$ cat config.mk
export PLATFORM = sky130hd
export DESIGN_NAME = multicycle_ctrl_flat
export DESIGN_NICKNAME = d
export VERILOG_FILES = /design/src/rtl/multicycle_ctrl_if.sv /design/src/rtl/multicycle_ctrl.sv /design/src/flat_wrapper.sv
export SDC_FILE = /design/constraint.sdc
export NUM_CORES = 1
export LEC_CHECK = 0
export ABC_AREA = 1
export CAP_MARGIN = 10
export CORE_MARGIN = 4
export CORE_UTILIZATION = 55
export DETAILED_ROUTE_END_ITERATION = 8
export HOLD_SLACK_MARGIN = 0.05
export PLACE_DENSITY = 0.84
export RECOVER_POWER = 100
export SKIP_CTS_REPAIR_TIMING = 1
export SYNTH_ARGS = -nofsm -noshare
export SYNTH_HDL_FRONTEND = slang
export SYNTH_SLANG_ARGS = --single-unit
$ cat constraint.sdc
create_clock -name clk -period 7.15 [get_ports clk]
set_clock_uncertainty 0.15 [all_clocks]
set_input_delay 1.0725 -clock clk [delete_from_list [all_inputs] [get_ports clk]]
set_output_delay 1.0725 -clock clk [all_outputs]
set_load 0.01 [all_outputs]
$ cat src/rtl/multicycle_ctrl_if.sv
`default_nettype none
// ============================================================================
// Module   : multicycle_ctrl_if
// Brief    : Control/handshake bundle between the multi-cycle FSM and datapath.
// Revision : 1.0 - initial release
// ============================================================================
interface multicycle_ctrl_if #(
  parameter int CNT_W = 32
);
  logic [6:0]       opcode;
  logic             branch_taken;
  logic             imem_ready;
  logic             dmem_ready;
  logic             imem_req;
  logic             ir_write;
  logic             pc_write;
  logic [1:0]       pc_src;
  logic             alu_src_a;
  logic [1:0]       alu_src_b;
  logic [1:0]       alu_op;
  logic             dmem_req;
  logic             dmem_we;
  logic             reg_write;
  logic [1:0]       wb_sel;
  logic             halted;
  logic             illegal;
  logic             bus_err;
  logic [CNT_W-1:0] instret;

  modport master (
    input  opcode, branch_taken, imem_ready, dmem_ready,
    output imem_req, ir_write, pc_write, pc_src, alu_src_a, alu_src_b, alu_op,
           dmem_req, dmem_we, reg_write, wb_sel, halted, illegal, bus_err, instret
  );

  modport slave (
    output opcode, branch_taken, imem_ready, dmem_ready,
    input  imem_req, ir_write, pc_write, pc_src, alu_src_a, alu_src_b, alu_op,
           dmem_req, dmem_we, reg_write, wb_sel, halted, illegal, bus_err, instret
  );
endinterface
`default_nettype wire

$ cat src/rtl/multicycle_ctrl.sv
`default_nettype none
// ============================================================================
// Module   : multicycle_ctrl
// Brief    : Fetch/decode/exec/mem/wb sequencer for the multi-cycle RV32I core.
// Revision : 1.0 - initial release
// ============================================================================
module multicycle_ctrl #(
  parameter int TIMEOUT = 16,
  parameter int CNT_W   = 32
) (
  input  logic              clk,
  input  logic              reset,
  multicycle_ctrl_if.master bus
);

  localparam int c_WAIT_W = (TIMEOUT > 1) ? $clog2(TIMEOUT) : 1;

  localparam logic [2:0] c_FETCH  = 3'd0;
  localparam logic [2:0] c_DECODE = 3'd1;
  localparam logic [2:0] c_EXEC   = 3'd2;
  localparam logic [2:0] c_MEM    = 3'd3;
  localparam logic [2:0] c_WB     = 3'd4;
  localparam logic [2:0] c_HALT   = 3'd5;

  localparam logic [6:0] c_OP_R    = 7'b0110011;
  localparam logic [6:0] c_OP_I    = 7'b0010011;
  localparam logic [6:0] c_OP_LD   = 7'b0000011;
  localparam logic [6:0] c_OP_ST   = 7'b0100011;
  localparam logic [6:0] c_OP_BR   = 7'b1100011;
  localparam logic [6:0] c_OP_JAL  = 7'b1101111;
  localparam logic [6:0] c_OP_JALR = 7'b1100111;

  logic [2:0]          r_state;
  logic [2:0]          w_next;
  logic [c_WAIT_W-1:0] r_wait;
  logic                r_illegal;
  logic                r_bus_err;
  logic [CNT_W-1:0]    r_instret;
  logic                w_set_illegal;
  logic                w_set_bus_err;
  logic                w_timeout;

  logic w_is_r, w_is_i, w_is_ld, w_is_st, w_is_br, w_is_jal, w_is_jalr, w_supported;

  logic       w_imem_req, w_ir_write, w_pc_write, w_alu_src_a;
  logic       w_dmem_req, w_dmem_we, w_reg_write, w_halted;
  logic [1:0] w_pc_src, w_alu_src_b, w_alu_op, w_wb_sel;

  assign w_is_r      = (bus.opcode == c_OP_R);
  assign w_is_i      = (bus.opcode == c_OP_I);
  assign w_is_ld     = (bus.opcode == c_OP_LD);
  assign w_is_st     = (bus.opcode == c_OP_ST);
  assign w_is_br     = (bus.opcode == c_OP_BR);
  assign w_is_jal    = (bus.opcode == c_OP_JAL);
  assign w_is_jalr   = (bus.opcode == c_OP_JALR);
  assign w_supported = w_is_r | w_is_i | w_is_ld | w_is_st | w_is_br | w_is_jal | w_is_jalr;
  assign w_timeout   = (r_wait == c_WAIT_W'(TIMEOUT - 1));

  always_ff @(posedge clk or posedge reset) begin
    if (reset) begin
      r_state <= c_FETCH;
    end else begin
      r_state <= w_next;
    end
  end

  always_comb begin
    w_next        = r_state;
    w_set_illegal = 1'b0;
    w_set_bus_err = 1'b0;
    case (r_state)
      c_FETCH: begin
        if (bus.imem_ready) begin
          w_next = c_DECODE;
        end else if (w_timeout) begin
          w_next        = c_HALT;
          w_set_bus_err = 1'b1;
        end
      end
      c_DECODE: begin
        if (w_supported) begin
          w_next = c_EXEC;
        end else begin
          w_next        = c_HALT;
          w_set_illegal = 1'b1;
        end
      end
      c_EXEC: begin
        if (w_is_r || w_is_i)        w_next = c_WB;
        else if (w_is_ld || w_is_st) w_next = c_MEM;
        else                         w_next = c_FETCH;
      end
      c_MEM: begin
        if (bus.dmem_ready) begin
          w_next = w_is_ld ? c_WB : c_FETCH;
        end else if (w_timeout) begin
          w_next        = c_HALT;
          w_set_bus_err = 1'b1;
        end
      end
      c_WB:    w_next = c_FETCH;
      c_HALT:  w_next = c_HALT;
      default: w_next = c_FETCH;
    endcase
  end

  // Outputs are forced low while reset is high so an abort drops strobes at once.
  always_comb begin
    w_imem_req  = 1'b0;
    w_ir_write  = 1'b0;
    w_pc_write  = 1'b0;
    w_pc_src    = 2'b00;
    w_alu_src_a = 1'b0;
    w_alu_src_b = 2'b00;
    w_alu_op    = 2'b00;
    w_dmem_req  = 1'b0;
    w_dmem_we   = 1'b0;
    w_reg_write = 1'b0;
    w_wb_sel    = 2'b00;
    w_halted    = 1'b0;
    if (!reset) begin
      case (r_state)
        c_FETCH: begin
          w_imem_req = 1'b1;
          w_ir_write = bus.imem_ready;
        end
        c_EXEC: begin
          if (w_is_r) begin
            w_alu_op = 2'b10;
          end else if (w_is_i) begin
            w_alu_src_b = 2'b01;
            w_alu_op    = 2'b11;
          end else if (w_is_ld || w_is_st) begin
            w_alu_src_b = 2'b01;
          end else if (w_is_br) begin
            w_alu_op   = 2'b01;
            w_pc_write = 1'b1;
            w_pc_src   = bus.branch_taken ? 2'b01 : 2'b00;
          end else if (w_is_jal) begin
            w_reg_write = 1'b1;
            w_wb_sel    = 2'b10;
            w_pc_write  = 1'b1;
            w_pc_src    = 2'b01;
          end else if (w_is_jalr) begin
            w_alu_src_b = 2'b01;
            w_reg_write = 1'b1;
            w_wb_sel    = 2'b10;
            w_pc_write  = 1'b1;
            w_pc_src    = 2'b10;
          end
        end
        c_MEM: begin
          w_dmem_req = 1'b1;
          w_dmem_we  = w_is_st;
          w_pc_write = bus.dmem_ready & w_is_st;
        end
        c_WB: begin
          w_reg_write = 1'b1;
          w_wb_sel    = w_is_ld ? 2'b01 : 2'b00;
          w_pc_write  = 1'b1;
        end
        c_HALT:  w_halted = 1'b1;
        default: ;
      endcase
    end
  end

  // The wait counter only keeps counting while the FSM lingers in FETCH or MEM.
  always_ff @(posedge clk or posedge reset) begin
    if (reset) begin
      r_wait    <= '0;
      r_illegal <= 1'b0;
      r_bus_err <= 1'b0;
      r_instret <= '0;
    end else begin
      if ((w_next == r_state) && ((r_state == c_FETCH) || (r_state == c_MEM))) begin
        r_wait <= r_wait + c_WAIT_W'(1);
      end else begin
        r_wait <= '0;
      end
      if (w_set_illegal) r_illegal <= 1'b1;
      if (w_set_bus_err) r_bus_err <= 1'b1;
      if (w_pc_write)    r_instret <= r_instret + CNT_W'(1);
    end
  end

  assign bus.imem_req  = w_imem_req;
  assign bus.ir_write  = w_ir_write;
  assign bus.pc_write  = w_pc_write;
  assign bus.pc_src    = w_pc_src;
  assign bus.alu_src_a = w_alu_src_a;
  assign bus.alu_src_b = w_alu_src_b;
  assign bus.alu_op    = w_alu_op;
  assign bus.dmem_req  = w_dmem_req;
  assign bus.dmem_we   = w_dmem_we;
  assign bus.reg_write = w_reg_write;
  assign bus.wb_sel    = w_wb_sel;
  assign bus.halted    = w_halted;
  assign bus.illegal   = r_illegal;
  assign bus.bus_err   = r_bus_err;
  assign bus.instret   = r_instret;

endmodule
`default_nettype wire

$ cat src/flat_wrapper.sv
// flat-port wrapper written by rule: the top's interface ports become plain ports
module multicycle_ctrl_flat 
#(
  parameter int TIMEOUT = 16,
  parameter int CNT_W   = 32
)
  (clk, reset, bus_opcode, bus_branch_taken, bus_imem_ready, bus_dmem_ready, bus_imem_req, bus_ir_write, bus_pc_write, bus_pc_src, bus_alu_src_a, bus_alu_src_b, bus_alu_op, bus_dmem_req, bus_dmem_we, bus_reg_write, bus_wb_sel, bus_halted, bus_illegal, bus_bus_err, bus_instret);
  multicycle_ctrl_if #(.CNT_W(CNT_W)) bus_i ();
  input  logic clk;
  input  logic reset;
  input wire logic [$bits(bus_i.opcode)-1:0] bus_opcode;
  input wire logic [$bits(bus_i.branch_taken)-1:0] bus_branch_taken;
  input wire logic [$bits(bus_i.imem_ready)-1:0] bus_imem_ready;
  input wire logic [$bits(bus_i.dmem_ready)-1:0] bus_dmem_ready;
  output wire logic [$bits(bus_i.imem_req)-1:0] bus_imem_req;
  output wire logic [$bits(bus_i.ir_write)-1:0] bus_ir_write;
  output wire logic [$bits(bus_i.pc_write)-1:0] bus_pc_write;
  output wire logic [$bits(bus_i.pc_src)-1:0] bus_pc_src;
  output wire logic [$bits(bus_i.alu_src_a)-1:0] bus_alu_src_a;
  output wire logic [$bits(bus_i.alu_src_b)-1:0] bus_alu_src_b;
  output wire logic [$bits(bus_i.alu_op)-1:0] bus_alu_op;
  output wire logic [$bits(bus_i.dmem_req)-1:0] bus_dmem_req;
  output wire logic [$bits(bus_i.dmem_we)-1:0] bus_dmem_we;
  output wire logic [$bits(bus_i.reg_write)-1:0] bus_reg_write;
  output wire logic [$bits(bus_i.wb_sel)-1:0] bus_wb_sel;
  output wire logic [$bits(bus_i.halted)-1:0] bus_halted;
  output wire logic [$bits(bus_i.illegal)-1:0] bus_illegal;
  output wire logic [$bits(bus_i.bus_err)-1:0] bus_bus_err;
  output wire logic [$bits(bus_i.instret)-1:0] bus_instret;
  assign bus_i.opcode = bus_opcode;
  assign bus_i.branch_taken = bus_branch_taken;
  assign bus_i.imem_ready = bus_imem_ready;
  assign bus_i.dmem_ready = bus_dmem_ready;
  assign bus_imem_req = bus_i.imem_req;
  assign bus_ir_write = bus_i.ir_write;
  assign bus_pc_write = bus_i.pc_write;
  assign bus_pc_src = bus_i.pc_src;
  assign bus_alu_src_a = bus_i.alu_src_a;
  assign bus_alu_src_b = bus_i.alu_src_b;
  assign bus_alu_op = bus_i.alu_op;
  assign bus_dmem_req = bus_i.dmem_req;
  assign bus_dmem_we = bus_i.dmem_we;
  assign bus_reg_write = bus_i.reg_write;
  assign bus_wb_sel = bus_i.wb_sel;
  assign bus_halted = bus_i.halted;
  assign bus_illegal = bus_i.illegal;
  assign bus_bus_err = bus_i.bus_err;
  assign bus_instret = bus_i.instret;
  multicycle_ctrl #(.TIMEOUT(TIMEOUT), .CNT_W(CNT_W)) u_core (.clk(clk), .reset(reset), .bus(bus_i));
endmodule
==> flow_metrics.py <==
metrics = {
    "run_status": {
        "outcome": "completed",
    },
    "route": {
        "post_drt_wl_per_cell_um": 12.5,
        "first_pass_iters": 4,
        "routed_via_density": 5.11,
        "drt_iter0_markers": 132,
        "wirelength_mm": 6.66,
        "drc": 0,
        "dr_total_vias": 2724,
        "antenna_left": 0,
    },
    "sta": {
        "fmax_ghz": 0.182,
        "tightestPinTransition_ns": 0.965,
        "rsz0062_at_grt": "no",
        "finalHoldViolCount": 0,
        "fin_crit_ns": 5.49,
        "finalSetupTns_ns": 0,
        "max_slew_margin_pct": 35.5,
        "setup_violations": 0,
        "maxSlewViolCount": 0,
        "fin_crit_sh_pct": 76.7,
    },
    "layout": {
        "final_cells": 533,
        "nFillCells": 413,
        "final_nets": 479,
        "multi_input_area_um2": 1470,
        "diodes": 0,
        "area_delta_synth_final_pct": 26.6,
        "register_area_um2": 1030,
        "finalInstanceArea_um2": 3460,
        "drive_gt1_share_pct": 5.36,
    },
    "clock_network": {
        "clock-sinks": 41,
        "cts_buffer_depth": 2,
        "cts_root_buf": "clkbuf_8",
        "cts_made_buffers": 5,
        "cts_tree": "yes",
        "clkTransAtPathRegs_ns": 0.08,
        "cts_max_level": 2,
        "clk_latency_ns": 0.29,
    },
    "critical_path": {
        "crit_type": "in2out",
        "cp_common_cell": "nand2_1",
        "cp_num_cells": 10,
        "worstReg2RegStart": "u_core.r_state[2]$_DFF_PP0_",
        "regToRegSetupSlack_ns": 4.59,
        "crit_required_ns": 5.93,
        "slowest_delay_ns": 0.67,
        "r2r_end": "u_core.bus.instret[9]$_DFFE_PP0P_",
        "crit_end": "bus_pc_write",
        "path_cells": "dlygate4sd3_1, nand2_1, nor2_1, nand2_1, nand2_1, nand2_1, nand3_2, nand2_1, inv_4, dlygate4sd3_1",
        "start_kind": "input port",
        "reg2regPathDepth": 10,
        "crit_arrival_ns": 4.26,
        "cp_slowest_cell": "dlygate4sd3_1",
        "cp-startpoint": "bus_opcode[1]",
        "crit_path_end_kind": "output pin",
        "worst-path-buf-inv": 3,
        "critPathMaxFanout": 37,
        "critPathTopFamily": "buffers and inverters",
    },
    "grt": {
        "grt_overflow": 0,
        "grt.total_usage_pct": 22.5,
        "grt_max_degree": 45,
        "grt_pass1_vias": 2371,
        "grt_pass1_wl_mm": 11.1,
        "grt_antenna_before_repair": 0,
    },
    "job": {
        "drv_cap": 0,
    },
    "die": {
        "initial_core_util_pct": 57.4,
        "die_w_um": 78.5,
        "die-area_um2": 6160,
        "core_um2": 4750,
        "ios": 62,
        "rows": 25,
        "die_h_um": 78.5,
    },
    "yosys": {
        "muxShareOfSynthArea_pct": 0,
        "synth_edf_count": 0,
        "syn-mean-instance-area_um2": 6.76,
        "synthXorXnorAreaFrac_pct": 8.02,
        "syn_area_um2": 2730,
        "async_flop_share_pct": 100,
        "yosys_warnings": 0,
        "synthAdderAreaFrac_pct": 0.917,
        "postSynthCellCount": 404,
        "ys_seq_area_share_pct": 37.6,
        "synthFlopType": "dfrtp_1",
        "synth_compound_area_share_pct": 5.45,
        "ys_seq_elements": 41,
        "yosys.cell_types.count": 32,
        "synth_top_family_by_area": "simple AND/OR/NAND/NOR gates",
        "yosys.area_share.simple_pct": 39.6,
    },
    "power_and_ir_drop": {
        "peakVddDrop_uv": 202,
        "power_leakage_nw": 1.75,
        "power.density_nw_per_um2": 218,
        "totalPowerFinal_mw": 0.755,
    },
    "placement": {
        "portBuffers": 59,
        "gp_congestion": 0.961,
        "dp.final_hpwl_mm": 5.20,
        "dp.cells": 525,
        "post_dp_cell_area_um2": 3360,
    },
    "min_path": {
        "hold_depth": 2,
        "hp-class": "reg2reg",
    },
}
## kinds of logic after synthesis
logic type | after synthesis
xor gates and xnor gates | 25
buffers and inverters | 51
other | 1
and+or+nand+nor | 257
adders and majority gates | 2
AOI/OAI and AO/OA | 27
DFF | 41
## layout by cell type (no fill, tap or decap), types with 14 or more instances in the layout
master	n
nand2_1	146
o21ai_0	17
dfrtp_1	41
dlygate4sd3_1	49
nor2_1	60
nor3_1	14
xor2_1	15
inv_1	33
nand3_1	19
## routing by layer
layer  wire length, um  vias to the layer above  global-route usage, %
li1                  -                     1389                      -
met1              3280                     1250                   33.5
met2              2960                       81                   34.2
met3               391                        4                   3.90
met4                29                        0                   5.24
met5                 0                        -                      0
## per-stage QoR
stage	hold WS [ns]	setup slack, ns	utilization (%)
finish	0.310	1.66	72.7
CTS	0.313	2.47	73.1
global route	0.340	1.48	72.7
floorplan	0.283	3.23	-
global placement	0.298	2.52	70.6
detailed placement	0.300	2.47	70.6
## worst min path at each step
stage / startpoint / end / slack [ns]
after floorplan: u_core.r_wait[0]$_DFF_PP0_ / u_core.r_wait[0]$_DFF_PP0_ / 0.28
after global placement: u_core.r_wait[0]$_DFF_PP0_ / u_core.r_wait[0]$_DFF_PP0_ / 0.30
after detailed placement: u_core.r_wait[0]$_DFF_PP0_ / u_core.r_wait[0]$_DFF_PP0_ / 0.30
after CTS: u_core.r_wait[0]$_DFF_PP0_ / u_core.r_wait[0]$_DFF_PP0_ / 0.31
after global routing: u_core.r_wait[0]$_DFF_PP0_ / u_core.r_wait[0]$_DFF_PP0_ / 0.34
final: u_core.bus.illegal$_DFFE_PP0P_ / u_core.bus.illegal$_DFFE_PP0P_ / 0.31
## state kept, by name, indices dropped and copies added, names as in the netlist
| register | cells |
|---|---|
| u_core.r_state | 3 |
| u_core.bus.instret | 32 |
| u_core.bus.bus_err | 1 |
| u_core.bus.illegal | 1 |
| u_core.r_wait | 4 |
## report_power, final
| group | internal [mW] | leakage [nW] | switching (mW) |
|---|---|---|---|
| logic | 0.104 | 1.15 | 0.147 |
| clock network | 0.105 | 0.0543 | 0.0836 |
| registers | 0.266 | 0.549 | 0.0495 |
| total | 0.475 | 1.75 | 0.280 |
## cell type report
cell class / instances / share of cell area, %
Tap cell: 67 / 2.43
Clock inverter: 3 / 1.34
Sequential cell: 41 / 29.7
Inverter: 44 / 4.85
Multi-Input combinational cell: 313 / 42.4
Timing Repair Buffer: 60 / 17.3
Clock buffer: 5 / 1.99
## Yosys cell counts, types with 3 or more instances
master | n | area (um^2)
a21oi_1 | 4 | 20.0
xnor2_1 | 10 | 87.6
nand4_1 | 4 | 25.0
nand3b_1 | 7 | 52.6
nand3_1 | 19 | 95.1
buf_4 | 4 | 30.0
nor2_2 | 3 | 18.8
inv_2 | 9 | 33.8
o21ai_0 | 7 | 35.0
nor2_1 | 58 | 218
xor2_1 | 15 | 131
dfrtp_1 | 41 | 1030
inv_1 | 34 | 128
nor3_1 | 14 | 70.1
o21ai_1 | 11 | 55.1
nand2_1 | 145 | 544
## worst reg2reg max path: cells and delay by family (launching register included)
kind                   cells  cell delay, ns
AND/OR/NAND/NOR            8            1.19
buffers and inverters      2            0.67
flip-flops                 1            0.45
Power figures use the tool's default switching activity.
